==> config.mk <==
export PLATFORM = sky130hd
export DESIGN_NAME = rv_imm_decode_pipe
export DESIGN_NICKNAME = d
export VERILOG_FILES = /design/src/rtl/rv_pkg.sv /design/src/rtl/rv_imm_decode.sv /design/src/rtl/rv_imm_decode_pipe.sv
export SDC_FILE = /design/constraint.sdc
export NUM_CORES = 1
export LEC_CHECK = 0
export ABC_AREA = 1
export CORE_MARGIN = 2
export CORE_UTILIZATION = 40
export DETAILED_ROUTE_END_ITERATION = 10
export PLACE_DENSITY = 0.64
export SLEW_MARGIN = 0
export SYNTH_ARGS = -nofsm -noshare
export SYNTH_HDL_FRONTEND = slang
export SYNTH_SLANG_ARGS = --single-unit
==> constraint.sdc <==
create_clock -name clk -period 2.1 [get_ports clk]
set_clock_uncertainty 0.2 [all_clocks]
set_input_delay 0.315 -clock clk [delete_from_list [all_inputs] [get_ports clk]]
set_output_delay 0.315 -clock clk [all_outputs]
set_load 0.1 [all_outputs]
==> src/rtl/rv_pkg.sv <==
// Shared RISC-V decode constants: immediate format codes, major opcodes and
// the funct3 values needed to split shift and SYSTEM/CSR encodings.
package rv_pkg;

  typedef enum logic [2:0] {
    FMT_R = 3'd0,
    FMT_I = 3'd1,
    FMT_S = 3'd2,
    FMT_B = 3'd3,
    FMT_U = 3'd4,
    FMT_J = 3'd5,
    FMT_Z = 3'd6,
    FMT_N = 3'd7
  } fmt_e;

  localparam logic [6:0] OPC_LOAD    = 7'b0000011;
  localparam logic [6:0] OPC_OPIMM   = 7'b0010011;
  localparam logic [6:0] OPC_OPIMM32 = 7'b0011011;
  localparam logic [6:0] OPC_STORE   = 7'b0100011;
  localparam logic [6:0] OPC_BRANCH  = 7'b1100011;
  localparam logic [6:0] OPC_LUI     = 7'b0110111;
  localparam logic [6:0] OPC_AUIPC   = 7'b0010111;
  localparam logic [6:0] OPC_JAL     = 7'b1101111;
  localparam logic [6:0] OPC_JALR    = 7'b1100111;
  localparam logic [6:0] OPC_OP      = 7'b0110011;
  localparam logic [6:0] OPC_OP32    = 7'b0111011;
  localparam logic [6:0] OPC_SYSTEM  = 7'b1110011;

  localparam logic [2:0] F3_SLL    = 3'b001;
  localparam logic [2:0] F3_SRX    = 3'b101;
  localparam logic [2:0] F3_PRIV   = 3'b000;
  localparam logic [2:0] F3_CSRRW  = 3'b001;
  localparam logic [2:0] F3_CSRRS  = 3'b010;
  localparam logic [2:0] F3_CSRRC  = 3'b011;
  localparam logic [2:0] F3_CSRRWI = 3'b101;
  localparam logic [2:0] F3_CSRRSI = 3'b110;
  localparam logic [2:0] F3_CSRRCI = 3'b111;

endpackage

==> src/rtl/rv_imm_decode.sv <==
// Combinational immediate generator: instruction word to XLEN-wide immediate,
// format code and illegal-opcode flag.
module rv_imm_decode
  import rv_pkg::*;
#(
  parameter int unsigned XLEN = 32
) (
  input  logic [31:0]     instr,
  output logic [XLEN-1:0] imm,
  output fmt_e            fmt,
  output logic            illegal
);

  logic [6:0]  opc;
  logic [2:0]  f3;
  logic [31:0] i_imm, s_imm, b_imm, u_imm, j_imm;
  logic        is_shift;

  assign opc = instr[6:0];
  assign f3  = instr[14:12];
  assign is_shift = (f3 == F3_SLL) || (f3 == F3_SRX);

  // Every format is first assembled as a 32-bit signed value, then widened.
  assign i_imm = {{20{instr[31]}}, instr[31:20]};
  assign s_imm = {{20{instr[31]}}, instr[31:25], instr[11:7]};
  assign b_imm = {{19{instr[31]}}, instr[31], instr[7], instr[30:25], instr[11:8], 1'b0};
  assign u_imm = {instr[31:12], 12'b0};
  assign j_imm = {{11{instr[31]}}, instr[31], instr[19:12], instr[20], instr[30:21], 1'b0};

  function automatic logic [XLEN-1:0] sx(input logic [31:0] v);
    return XLEN'($signed(v));
  endfunction

  always_comb begin
    imm     = '0;
    fmt     = FMT_N;
    illegal = 1'b0;
    case (opc)
      OPC_LOAD, OPC_JALR: begin
        fmt = FMT_I;
        imm = sx(i_imm);
      end
      OPC_OPIMM: begin
        fmt = FMT_I;
        if (is_shift)
          imm = (XLEN == 64) ? XLEN'(instr[25:20]) : XLEN'(instr[24:20]);
        else
          imm = sx(i_imm);
      end
      OPC_OPIMM32: begin
        if (XLEN == 64) begin
          fmt = FMT_I;
          imm = is_shift ? XLEN'(instr[24:20]) : sx(i_imm);
        end else begin
          illegal = 1'b1;
        end
      end
      OPC_STORE: begin
        fmt = FMT_S;
        imm = sx(s_imm);
      end
      OPC_BRANCH: begin
        fmt = FMT_B;
        imm = sx(b_imm);
      end
      OPC_LUI, OPC_AUIPC: begin
        fmt = FMT_U;
        imm = sx(u_imm);
      end
      OPC_JAL: begin
        fmt = FMT_J;
        imm = sx(j_imm);
      end
      OPC_SYSTEM: begin
        case (f3)
          F3_CSRRWI, F3_CSRRSI, F3_CSRRCI: begin
            fmt = FMT_Z;
            imm = XLEN'(instr[19:15]);
          end
          F3_CSRRW, F3_CSRRS, F3_CSRRC: begin
            fmt = FMT_I;
            imm = XLEN'(instr[31:20]);
          end
          default: fmt = FMT_N;
        endcase
      end
      OPC_OP: fmt = FMT_R;
      OPC_OP32: begin
        if (XLEN == 64) fmt = FMT_R;
        else            illegal = 1'b1;
      end
      default: illegal = 1'b1;
    endcase
  end

endmodule

==> src/rtl/rv_imm_decode_pipe.sv <==
// Registered immediate-decode stage: decode on input, then a main output
// register backed by one skid entry so back-pressure never costs throughput.
module rv_imm_decode_pipe
  import rv_pkg::*;
#(
  parameter int unsigned XLEN  = 32,
  parameter int unsigned TAG_W = 4
) (
  input  logic             clk,
  input  logic             rst_n,
  input  logic             flush,
  input  logic             in_valid,
  output logic             in_ready,
  input  logic [31:0]      in_instr,
  input  logic [TAG_W-1:0] in_tag,
  output logic             out_valid,
  input  logic             out_ready,
  output logic [XLEN-1:0]  out_imm,
  output logic [2:0]       out_fmt,
  output logic             out_illegal,
  output logic [31:0]      out_instr,
  output logic [TAG_W-1:0] out_tag
);

  logic [XLEN-1:0]  d_imm;
  fmt_e             d_fmt;
  logic             d_ill;

  rv_imm_decode #(.XLEN(XLEN)) u_dec (
    .instr   (in_instr),
    .imm     (d_imm),
    .fmt     (d_fmt),
    .illegal (d_ill)
  );

  logic             main_v, skid_v;
  logic [XLEN-1:0]  main_imm, skid_imm;
  fmt_e             main_fmt, skid_fmt;
  logic             main_ill, skid_ill;
  logic [31:0]      main_instr, skid_instr;
  logic [TAG_W-1:0] main_tag, skid_tag;
  logic             accept;

  // skid_v is itself a flop, so in_ready never sees out_ready combinationally.
  assign in_ready = ~skid_v;
  assign accept   = in_valid & in_ready & ~flush;

  always_ff @(posedge clk or negedge rst_n) begin
    if (!rst_n) begin
      main_v     <= 1'b0;
      skid_v     <= 1'b0;
      main_imm   <= '0;
      main_fmt   <= FMT_R;
      main_ill   <= 1'b0;
      main_instr <= '0;
      main_tag   <= '0;
      skid_imm   <= '0;
      skid_fmt   <= FMT_R;
      skid_ill   <= 1'b0;
      skid_instr <= '0;
      skid_tag   <= '0;
    end else if (flush) begin
      main_v <= 1'b0;
      skid_v <= 1'b0;
    end else if (!main_v || out_ready) begin
      // Main is empty or draining: refill from skid first to keep order.
      if (skid_v) begin
        main_v     <= 1'b1;
        skid_v     <= 1'b0;
        main_imm   <= skid_imm;
        main_fmt   <= skid_fmt;
        main_ill   <= skid_ill;
        main_instr <= skid_instr;
        main_tag   <= skid_tag;
      end else begin
        main_v <= accept;
        if (accept) begin
          main_imm   <= d_imm;
          main_fmt   <= d_fmt;
          main_ill   <= d_ill;
          main_instr <= in_instr;
          main_tag   <= in_tag;
        end
      end
    end else if (accept) begin
      skid_v     <= 1'b1;
      skid_imm   <= d_imm;
      skid_fmt   <= d_fmt;
      skid_ill   <= d_ill;
      skid_instr <= in_instr;
      skid_tag   <= in_tag;
    end
  end

  assign out_valid   = main_v;
  assign out_imm     = main_imm;
  assign out_fmt     = main_fmt;
  assign out_illegal = main_ill;
  assign out_instr   = main_instr;
  assign out_tag     = main_tag;

endmodule

==> key figures, run 1 <==
Run status
  • Outcome: finished clean

Setup path
  • Crit path launch type: flop
  • Max stage delay cell, worst path: dfrtp_1
  • WP data required: 1.58 ns
  • Kind of end point of the critical path: primary output
  • Largest fanout on the critical path: 39
  • Data arrival time of the critical path: 1.49 ns
  • CP Cell Sequence: inv_4 -> buf_16 -> buf_12
  • Crit Path Class: flop to primary output
  • Reg2Reg Setup Slack: 0.40 ns
  • Max incr delay on CP: roughly 0.47 ns

STA
  • Fin. Hold Viols: 0
  • Fin crit share: around 95%
  • Slew Limit Fails: 0
  • Fmax: ~0.5 GHz
  • Worst-Margin Slew: 0.454 ns
  • Final setup margin: between 0.09 and 0.1 ns
  • Crit path time final: approximately 2.0 ns
  • Final setup viols: 0
  • Hold Slack: roughly 0.19 ns
  • RSZ-0062 raised after global routing: false
  • Total Neg Setup Slack: 0 ns
  • Slew headroom: between 60% and 70%

Floorplanning
  • I/O pin count: ~120
  • Initial Util: a little over 40%
  • Rows: 48
  • Die width: between 100 and 150 µm
  • Die Ht: 137 µm
  • Core Area: between 15000 and 20000 µm²
  • Die area: between 15000 and 20000 µm²

Clock network
  • Clock Latency Late Sink: 0.42 ns
  • CTS clk-pin slew, worst paths: about 0.060 ns
  • CTS tree: done
  • Clk sink count: ~150
  • H-tree depth: 4
  • Num CTS Buffers: 17
  • CTS Buffer Depth: 2
  • Root Buffer: clkbuf_16

Cells and area
  • Layout cells sized above 1: 18.0%
  • FF+latch area: between 3000 and 4000 µm²
  • Final core utilization: a little over half
  • Final std cells w/o fill: between 1000 and 1500
  • Nets: 1121
  • Layout area overhead: 31.8%
  • # fillers: 1685
  • Antenna diodes: 0
  • Multi-input gate area: between 3000 and 4000 µm²

Route
  • DRC Markers: 0
  • WL final: ~20 mm
  • Routed wire per std cell: 15.0 µm
  • Via count: ~6600
  • Drt initial violations: 500
  • Avg Vias per Cell: between 4 and 5
  • Post-route ant nets: 0
  • Detailed Routing Iterations Pass 1: 6

Synth
  • Post-synth net total: approximately 980
  • Largest area contributor in the netlist: dfrtp_1
  • Adder-Cell Fraction of Synth Area: 0%
  • Area share of the largest cell type after synthesis: between 50% and 60%
  • Post-synthesis average cell area: around 7.6 µm²
  • Compound-gate portion of the synthesized area: approximately 14%
  • Largest cells by area after synthesis: dfrtp_1, nand2_1, o21ai_0, nor2_1, nand3_1
  • Yosys cell types: 28
  • Simple-gate share of the synthesized area: between 20% and 30%
  • Synthesized area: roughly 7000 µm²
  • Multiplexer share of the synthesized area: 0%
  • Largest family of logic cells by synthesized area: simple AND/OR/NAND/NOR gates
  • Xor/xnor share of the synthesized area: 0%
  • Warnings, synthesis: 0
  • Yosys reg bits: between 100 and 150
  • Cells after Synth: approximately 940
  • Sequential fraction of the synthesis area: about 50%

Place
  • Placer congestion estimate: a little over 0.9
  • Dpl cells: ~1300
  • Port Buffers: ~110
  • Post-DP HPWL: around 14 mm
  • Worst slack, placed: -0.274 ns

Power and ir drop
  • PwrDens: 1020 nW/µm²
  • Peak supply drop: between 0.0005 and 0.0006 V
  • Leak: around 5 nW

Global route
  • Initial antenna violation count: 0
  • First-pass GRT wire length: around 32 mm
  • GRT overflow: 0
  • Vias in the first global route: 6203
  • GRT Overall Usage: between 20% and 30%
  • Pin count of the biggest net entering global routing: slightly below 80

Run
  • Max-Cap Viols: 0

Min path
  • Hold WC Path Type: primary input to async pin
cell usage after synthesis, drive strengths merged:
cell type,number
a21oi,23
o21ai,125
clkinv,1
nor2,159
or2,2
a2bb2oi,1
buf,25
nand4,8
clkbuf,30
nand2,281
a31oi,33
a21boi,1
nor3,2
nand3,50
dfrtp,146
inv,51
worst paths after layout:
check	to	from	depth (start not counted)
worst max register to register	skid_imm[11]	out_valid	9
max in group asynchronous	skid_imm[19]	rst_n	3
worst min-delay path	out_instr[13]	rst_n	2
worst min register to register	out_imm[16]	out_imm[16]	2
worst max-delay path	in_ready	skid_v	3
min in group clk	skid_tag[1]	in_tag[1]	3
flip-flops by register name, summed over array words and instances, names as in the netlist:
name,count
out_imm,32
out_fmt,3
skid_imm,32
out_valid,1
skid_instr,32
skid_ill,1
out_instr,32
skid_tag,4
skid_fmt,3
out_tag,4
skid_v,1
out_illegal,1
logic make-up after synthesis:
family                 Yosys count
buffers and inverters          107
AOI/OAI and AO/OA              183
and+or+nand+nor                502
DFF                            146
critical path: cells and delay by family, from the launching register on:
family                 cells  cell delay [ns]
buffers and inverters      3             0.59
DFF                        1             0.47
stage by stage:
stage / area, µm² / power [mW]
2_1_floorplan: 7130 / 5.65
3_3_place_gp: 8720 / 6.39
3_5_place_dp: 8720 / 6.44
4_1_cts: 9360 / 9.67
5_1_grt: 9390 / 10.0
6_report: 9390 / 9.61
area by class of cell:
cell class | count | area share (%)
well taps | 225 | 3.00
repair buffers | 178 | 17.1
flip-flops and latches | 146 | 38.9
inverters | 52 | 2.10
multi-input cells | 685 | 32.3
clock buffers | 18 | 4.68
clock inverters | 13 | 1.97
power by group:
| group | leakage [nW] | internal, mW | switching [mW] |
|---|---|---|---|
| Sequential | 1.84 | 3.37 | 0.294 |
| Combinational | 2.83 | 0.690 | 2.04 |
| Clock | 0.302 | 2.01 | 1.20 |
| Total | 4.97 | 6.08 | 3.53 |
what timing repair did:
item,in CTS,in global routing
setup buffers,0,0
endpoints found under the setup margin,0,1
endpoints found under the hold margin,65,0
hold buffers,1,0
gates resized for setup,0,1
placed cells by master, fill, tap and decap left out, types with 18 or more instances in the layout:
master / synthesis / final
a21oi_1: 22 / 22
o21ai_0: 123 / 123
buf_4: 2 / 125
nand2_1: 276 / 275
dfrtp_1: 146 / 145
inv_1: 46 / 46
clkbuf_16: 0 / 18
clkdlybuf4s50_1: 0 / 39
nand3_1: 46 / 45
a31oi_1: 33 / 33
nor2_1: 152 / 152
routing by layer:
metal  GRT usage, %  part of all wire (%)  up-vias
li1               -                     -     3311
met1           29.9                    46     3084
met2           34.7                    48      148
met3           3.94                   4.5       28
met4           7.27                   1.8        0
met5              0                     0        -
No activity file was read; power rests on OpenSTA's default activity.
==> run 2: changes to the inputs <==
--- a/config.mk
+++ b/config.mk
@@ -8,6 +8,7 @@
 export ABC_AREA = 1
+export CAP_MARGIN = 15
 export CORE_MARGIN = 2
-export CORE_UTILIZATION = 40
+export CORE_UTILIZATION = 30
 export DETAILED_ROUTE_END_ITERATION = 10
-export PLACE_DENSITY = 0.64
+export PLACE_DENSITY = 0.51
 export SLEW_MARGIN = 0
--- a/constraint.sdc
+++ b/constraint.sdc
@@ -4,2 +4,2 @@
 set_output_delay 0.315 -clock clk [all_outputs]
-set_load 0.1 [all_outputs]
+set_load 0.05 [all_outputs]
==> key figures, run 2 (synthesized netlist as in run 1, its figures left out) <==
Place
  • Dpl cells: 1385 (was 1284)
  • Placer congestion estimate: 0.892 (was 0.921)
  • DP Area: 8960 µm² (was 8720 µm²)
  • Port Buffers: 114 (unchanged)
  • Post-DP HPWL: 14.8 mm (was 13.7 mm)

Route
  • Avg Vias per Cell: 4.59 (was 4.99)
  • Post-route ant nets: 0 (unchanged)
  • DRC Markers: 0 (unchanged)
  • Via count: 6510 (was 6571)
  • Detailed Routing Iterations Pass 1: 5 (was 6)
  • Routed wire per std cell: 14.7 µm (was 15.0 µm)
  • Drt initial violations: 454 (was 500)
  • WL final: 20.8 mm (was 19.7 mm)

Cells and area
  • Nets: 1127 (was 1121)
  • Final core utilization: 41.0% (was 54.1%)
  • Layout area overhead: 34.7% (was 31.8%)
  • Post-route cell area: 9600 µm² (was 9390 µm²)
  • Commonest non-fill, non-tap cell in the layout: nand2_1 (unchanged)
  • Final std cells w/o fill: 1418 (was 1317)
  • Commonest cells after routing, fill and taps aside: nand2_1, nor2_1, dfrtp_1, o21ai_0, buf_4 (was nand2_1, nor2_1, dfrtp_1, buf_4, o21ai_0)
  • Layout cells sized above 1: 17.1% (was 18.0%)
  • Antenna diodes: 0 (unchanged)

STA
  • RSZ-0062 raised after global routing: false (unchanged)
  • Slew Limit Fails: 0 (unchanged)
  • Slew headroom: 64.7% (was 69.7%)
  • Final setup viols: 0 (unchanged)
  • Fin crit share: 95.2% (was 95.5%)
  • Fmax: 0.500 GHz (was 0.499 GHz)
  • Worst-Margin Slew: 0.532 ns (was 0.454 ns)
  • Crit path time final: 2.00 ns (about the same)
  • Fin. Hold Viols: 0 (unchanged)

Setup path
  • Crit path launch type: flop (unchanged)
  • Max incr delay on CP: 0.48 ns (was 0.47 ns)
  • Largest fanout on the critical path: 64 (was 39)
  • CP Cell Sequence: inv_4 -> buf_16 -> buf_12 (unchanged)
  • Data arrival time of the critical path: 1.48 ns (was 1.49 ns)
  • Cell family with most CP delay: buffers and inverters (unchanged)
  • Crit Path Class: flop to primary output (unchanged)
  • Kind of end point of the critical path: primary output (unchanged)
  • WP data required: 1.58 ns (about the same)
  • Buf/Inv on CP: 3 (unchanged)
  • Max stage delay cell, worst path: dfrtp_1 (unchanged)

Clock network
  • Clk sink count: 146 (unchanged)
  • H-tree depth: 4 (unchanged)
  • Clock Latency Late Sink: 0.42 ns (about the same)
  • CTS tree: done (unchanged)
  • CTS clk-pin slew, worst paths: 0.06 ns (about the same)
  • CTS Buffer Depth: 2 (unchanged)
  • Root Buffer: clkbuf_16 (unchanged)
  • Num CTS Buffers: 17 (unchanged)

Global route
  • Pin count of the biggest net entering global routing: 78 (unchanged)
  • GRT overflow: 0 (unchanged)
  • First-pass GRT wire length: 33.6 mm (was 31.6 mm)
  • Vias in the first global route: 6226 (was 6203)
  • GRT Overall Usage: 17.5% (was 21.7%)
  • Initial antenna violation count: 0 (unchanged)

Floorplanning
  • Die width: 158 µm (was 137 µm)
  • Initial Util: 30.5% (was 41.1%)
  • Core Area: 23400 µm² (was 17400 µm²)
  • Die Ht: 158 µm (was 137 µm)
  • I/O pin count: 115 (unchanged)
  • Rows: 56 (was 48)
  • Die area: 25000 µm² (was 18900 µm²)

Power and ir drop
  • Peak supply drop: 0.000459 V (was 0.000569 V)
  • PwrDens: 929 nW/µm² (was 1020 nW/µm²)
  • Leak: 5.04 nW (was 4.97 nW)

Min path
  • Hold WC Path Type: primary input to async pin (unchanged)

Run
  • Max-Cap Viols: 0 (unchanged)

Run status
  • Outcome: finished clean (unchanged)
-- run 2: cell types whose count changed in the layout (fill, tap and decap cells not counted), moves of 2 or more --
| cell | before | now |
|---|---|---|
| dlygate4sd2_1 | 0 | 17 |
| clkinv_2 | 3 | 5 |
| buf_12 | 10 | 12 |
| clkinv_4 | 3 | 1 |
| buf_4 | 125 | 112 |
-- run 2: worst paths after layout --
check / start / slack (ns) / cells past startpoint / to
min: rst_n / 0.07 / 2 / out_tag[2]
min in group clk: out_tag[1] / 0.28 / 2 / out_tag[1]
max reg2reg: skid_v / 0.33 / 6 / out_imm[0]
max: skid_v / 0.10 / 3 / in_ready
min reg2reg: out_tag[1] / 0.28 / 2 / out_tag[1]
max in group asynchronous: rst_n / 0.97 / 3 / skid_imm[11]
-- run 2: repair_timing --
| item | in CTS | in global routing |
|---|---|---|
| cloned | 0 | 0 |
| hold buffers | 1 | 0 |
| setup endpoints to repair | 17 | 71 |
| buffers inserted | 0 | 0 |
| resized for setup | 17 | 6 |
| endpoints found under the hold margin | 146 | 0 |
| pin swaps | 0 | 1 |
-- run 2: report_power, final --
part / leakage, nW / switching, mW / internal [mW]
Sequential: 1.84 / 0.288 / 3.37
Combinational: 2.90 / 1.33 / 0.688
Clock: 0.302 / 1.24 / 2.01
-- run 2: through the flow --
| step | hold slack, ns | setup TNS (ns) | power [mW] | setup slack, ns |
|---|---|---|---|---|
| after floorplan | -0.181 | 0 | 4.95 | 0.156 |
| after global placement | -0.0564 | -19.84 | 5.75 | -0.327 |
| after detailed placement | -0.0599 | -25.28 | 5.79 | -0.404 |
| after CTS | 0.0648 | 0 | 9.03 | 0.00212 |
| after global routing | 0.0696 | 0 | 9.39 | 0.00779 |
| final | 0.0696 | 0 | 8.92 | 0.102 |
-- run 2: layer usage --
layer / track usage, % / share of wire, % / vias up
met5: 0 / 0 / -
met4: 4.55 / 0.93 / 0
met3: 3.64 / 4.4 / 17
met2: 27.6 / 46 / 139
met1: 24.5 / 49 / 3028
li1: - / - / 3326
-- run 2: area by class of cell --
type | instances | area, µm²
Fill cell | 2451 | 13800
Sequential cell | 146 | 3650
Multi-Input combinational cell | 685 | 3050
Timing Repair Buffer | 184 | 1680
Clock buffer | 18 | 439
Tap cell | 319 | 399
Inverter | 52 | 198
Clock inverter | 14 | 185
==> run 3: changes to the inputs <==
RECOVER_POWER = 100   (was unset)
==> key figures, run 3 (synthesized netlist as in run 1, its figures left out) <==
Cells and area
  • Nets: 1127 (unchanged)
  • Post-route cell area: 9250 µm² (was 9600 µm²)
  • Multi-input gate area: 3020 µm² (was 3050 µm²)
  • Layout area overhead: 29.8% (was 34.7%)
  • # fillers: 2508 (was 2451)
  • FF+latch area: 3650 µm² (unchanged)
  • Commonest non-fill, non-tap cell in the layout: nand2_1 (unchanged)
  • Commonest cells after routing, fill and taps aside: nand2_1, nor2_1, dfrtp_1, o21ai_0, clkbuf_1 (was nand2_1, nor2_1, dfrtp_1, o21ai_0, buf_4)
  • Layout cells sized above 1: 11.1% (was 17.1%)
  • Antenna diodes: 0 (unchanged)

Clock network
  • H-tree depth: 4 (unchanged)
  • Clk sink count: 146 (unchanged)
  • Postcts setup bufs: 0 (unchanged)
  • CTS Buffer Depth: 2 (unchanged)
  • Num CTS Buffers: 17 (unchanged)
  • Root Buffer: clkbuf_16 (unchanged)
  • Clock Latency Late Sink: 0.42 ns (about the same)
  • CTS tree: done (unchanged)
  • CTS clk-pin slew, worst paths: 0.06 ns (about the same)

Setup path
  • Crit Path Class: flop to primary output (unchanged)
  • Largest fanout on the critical path: 64 (unchanged)
  • Data arrival time of the critical path: 1.49 ns (was 1.48 ns)
  • Kind of end point of the critical path: primary output (unchanged)
  • Crit path launch type: flop (unchanged)
  • WP data required: 1.58 ns (about the same)

Place
  • DP Area: 8960 µm² (unchanged)
  • Worst slack, placed: -0.404 ns (unchanged)
  • Post-DP HPWL: 14.8 mm (unchanged)
  • Port Buffers: 114 (unchanged)
  • Placer congestion estimate: 0.892 (unchanged)

Global route
  • GRT overflow: 0 (unchanged)
  • Vias in the first global route: 6226 (unchanged)
  • First-pass GRT wire length: 33.6 mm (unchanged)
  • Initial antenna violation count: 0 (unchanged)
  • GRT Overall Usage: 17.5% (unchanged)
  • Pin count of the biggest net entering global routing: 78 (unchanged)

STA
  • Fmax: 0.500 GHz (about the same)
  • Final setup viols: 0 (unchanged)
  • Worst-Margin Slew: 0.722 ns (was 0.532 ns)
  • Final setup margin: 0.0993 ns (was 0.102 ns)
  • Slew headroom: 51.9% (was 64.7%)
  • RSZ-0062 raised after global routing: false (unchanged)
  • Fin. Hold Viols: 0 (unchanged)
  • Crit path time final: 2.00 ns (about the same)
  • Fin crit share: 95.3% (was 95.2%)
  • Slew Limit Fails: 0 (unchanged)
  • Total Neg Setup Slack: 0 ns (unchanged)

Power and ir drop
  • Peak supply drop: 0.000429 V (was 0.000459 V)
  • PwrDens: 950 nW/µm² (was 929 nW/µm²)
  • Total power: 8.79 mW (was 8.92 mW)
  • Leak: 4.72 nW (was 5.04 nW)

Route
  • Post-route ant nets: 0 (unchanged)
  • Avg Vias per Cell: 4.60 (was 4.59)
  • Via count: 6516 (was 6510)
  • Routed wire per std cell: 14.7 µm (about the same)
  • DRC Markers: 0 (unchanged)
  • WL final: 20.9 mm (was 20.8 mm)
  • Detailed Routing Iterations Pass 1: 4 (was 5)
  • Drt initial violations: 400 (was 454)

Floorplanning
  • I/O pin count: 115 (unchanged)
  • Die area: 25000 µm² (unchanged)
  • Core Area: 23400 µm² (unchanged)
  • Rows: 56 (unchanged)
  • Initial Util: 30.5% (unchanged)
  • Die Ht: 158 µm (unchanged)
  • Die width: 158 µm (unchanged)

Min path
  • Hold WC Path Type: primary input to async pin (unchanged)

Run
  • Max-Cap Viols: 0 (unchanged)

Run status
  • Outcome: finished clean (unchanged)
run 3: report_power, final:
group / leakage [nW] / total (mW) / internal (mW) / switching, mW
clock: 0.302 / 3.25 / 2.01 / 1.24
combinational: 2.58 / 1.88 / 0.547 / 1.33
sequential: 1.84 / 3.66 / 3.37 / 0.286
total: 4.72 / 8.79 / 5.93 / 2.86
run 3: metal layers:
| layer | share of wire, % | global-route usage (%) | up-vias |
|---|---|---|---|
| met5 | 0 | 0 | - |
| met1 | 49 | 24.5 | 3035 |
| met3 | 4.8 | 3.64 | 18 |
| met2 | 45 | 27.6 | 134 |
| li1 | - | - | 3329 |
| met4 | 0.88 | 4.55 | 0 |
run 3: cell type report:
cell class | instances | share of cell area [%]
Inverter | 52 | 2.14
Timing Repair Buffer | 184 | 14.6
Clock inverter | 14 | 2.00
Tap cell | 319 | 4.31
Multi-Input combinational cell | 685 | 32.7
Clock buffer | 18 | 4.75
Sequential cell | 146 | 39.5
run 3: stage by stage:
step,instances,hold slack [ns],utilization [%]
floorplan,938,-0.181,-
global placement,1385,-0.0564,38.3
detailed placement,1385,-0.0599,38.3
CTS,1418,0.0648,40.9
global route,1418,0.293,39.5
finish,1418,0.233,39.5
run 3: path summary, 6_finish.rpt:
path	start	end	slack (ns)	cells after the start
setup / recovery	skid_v	in_ready	0.1	3
max in group asynchronous	rst_n	skid_imm[11]	0.32	3
hold / removal	rst_n	out_tag[2]	0.23	2
hold reg to reg	out_tag[1]	out_tag[1]	0.28	2
min in group clk	out_tag[1]	out_tag[1]	0.28	2
setup reg to reg	skid_v	out_instr[9]	0.17	7
run 3: worst max-delay path, stage by stage, from the launching register on:
cell	delay, ns
dfrtp_1	0.48
inv_4	0.14
buf_16	0.25
buf_12	0.18
run 3: timing repair:
action                                 4_1_cts  5_1_grt
endpoints found under the hold margin      146        0
setup endpoints to repair                   17       71
pin swaps                                    0        1
hold buffers                                 1        0
resized for setup                           17        6
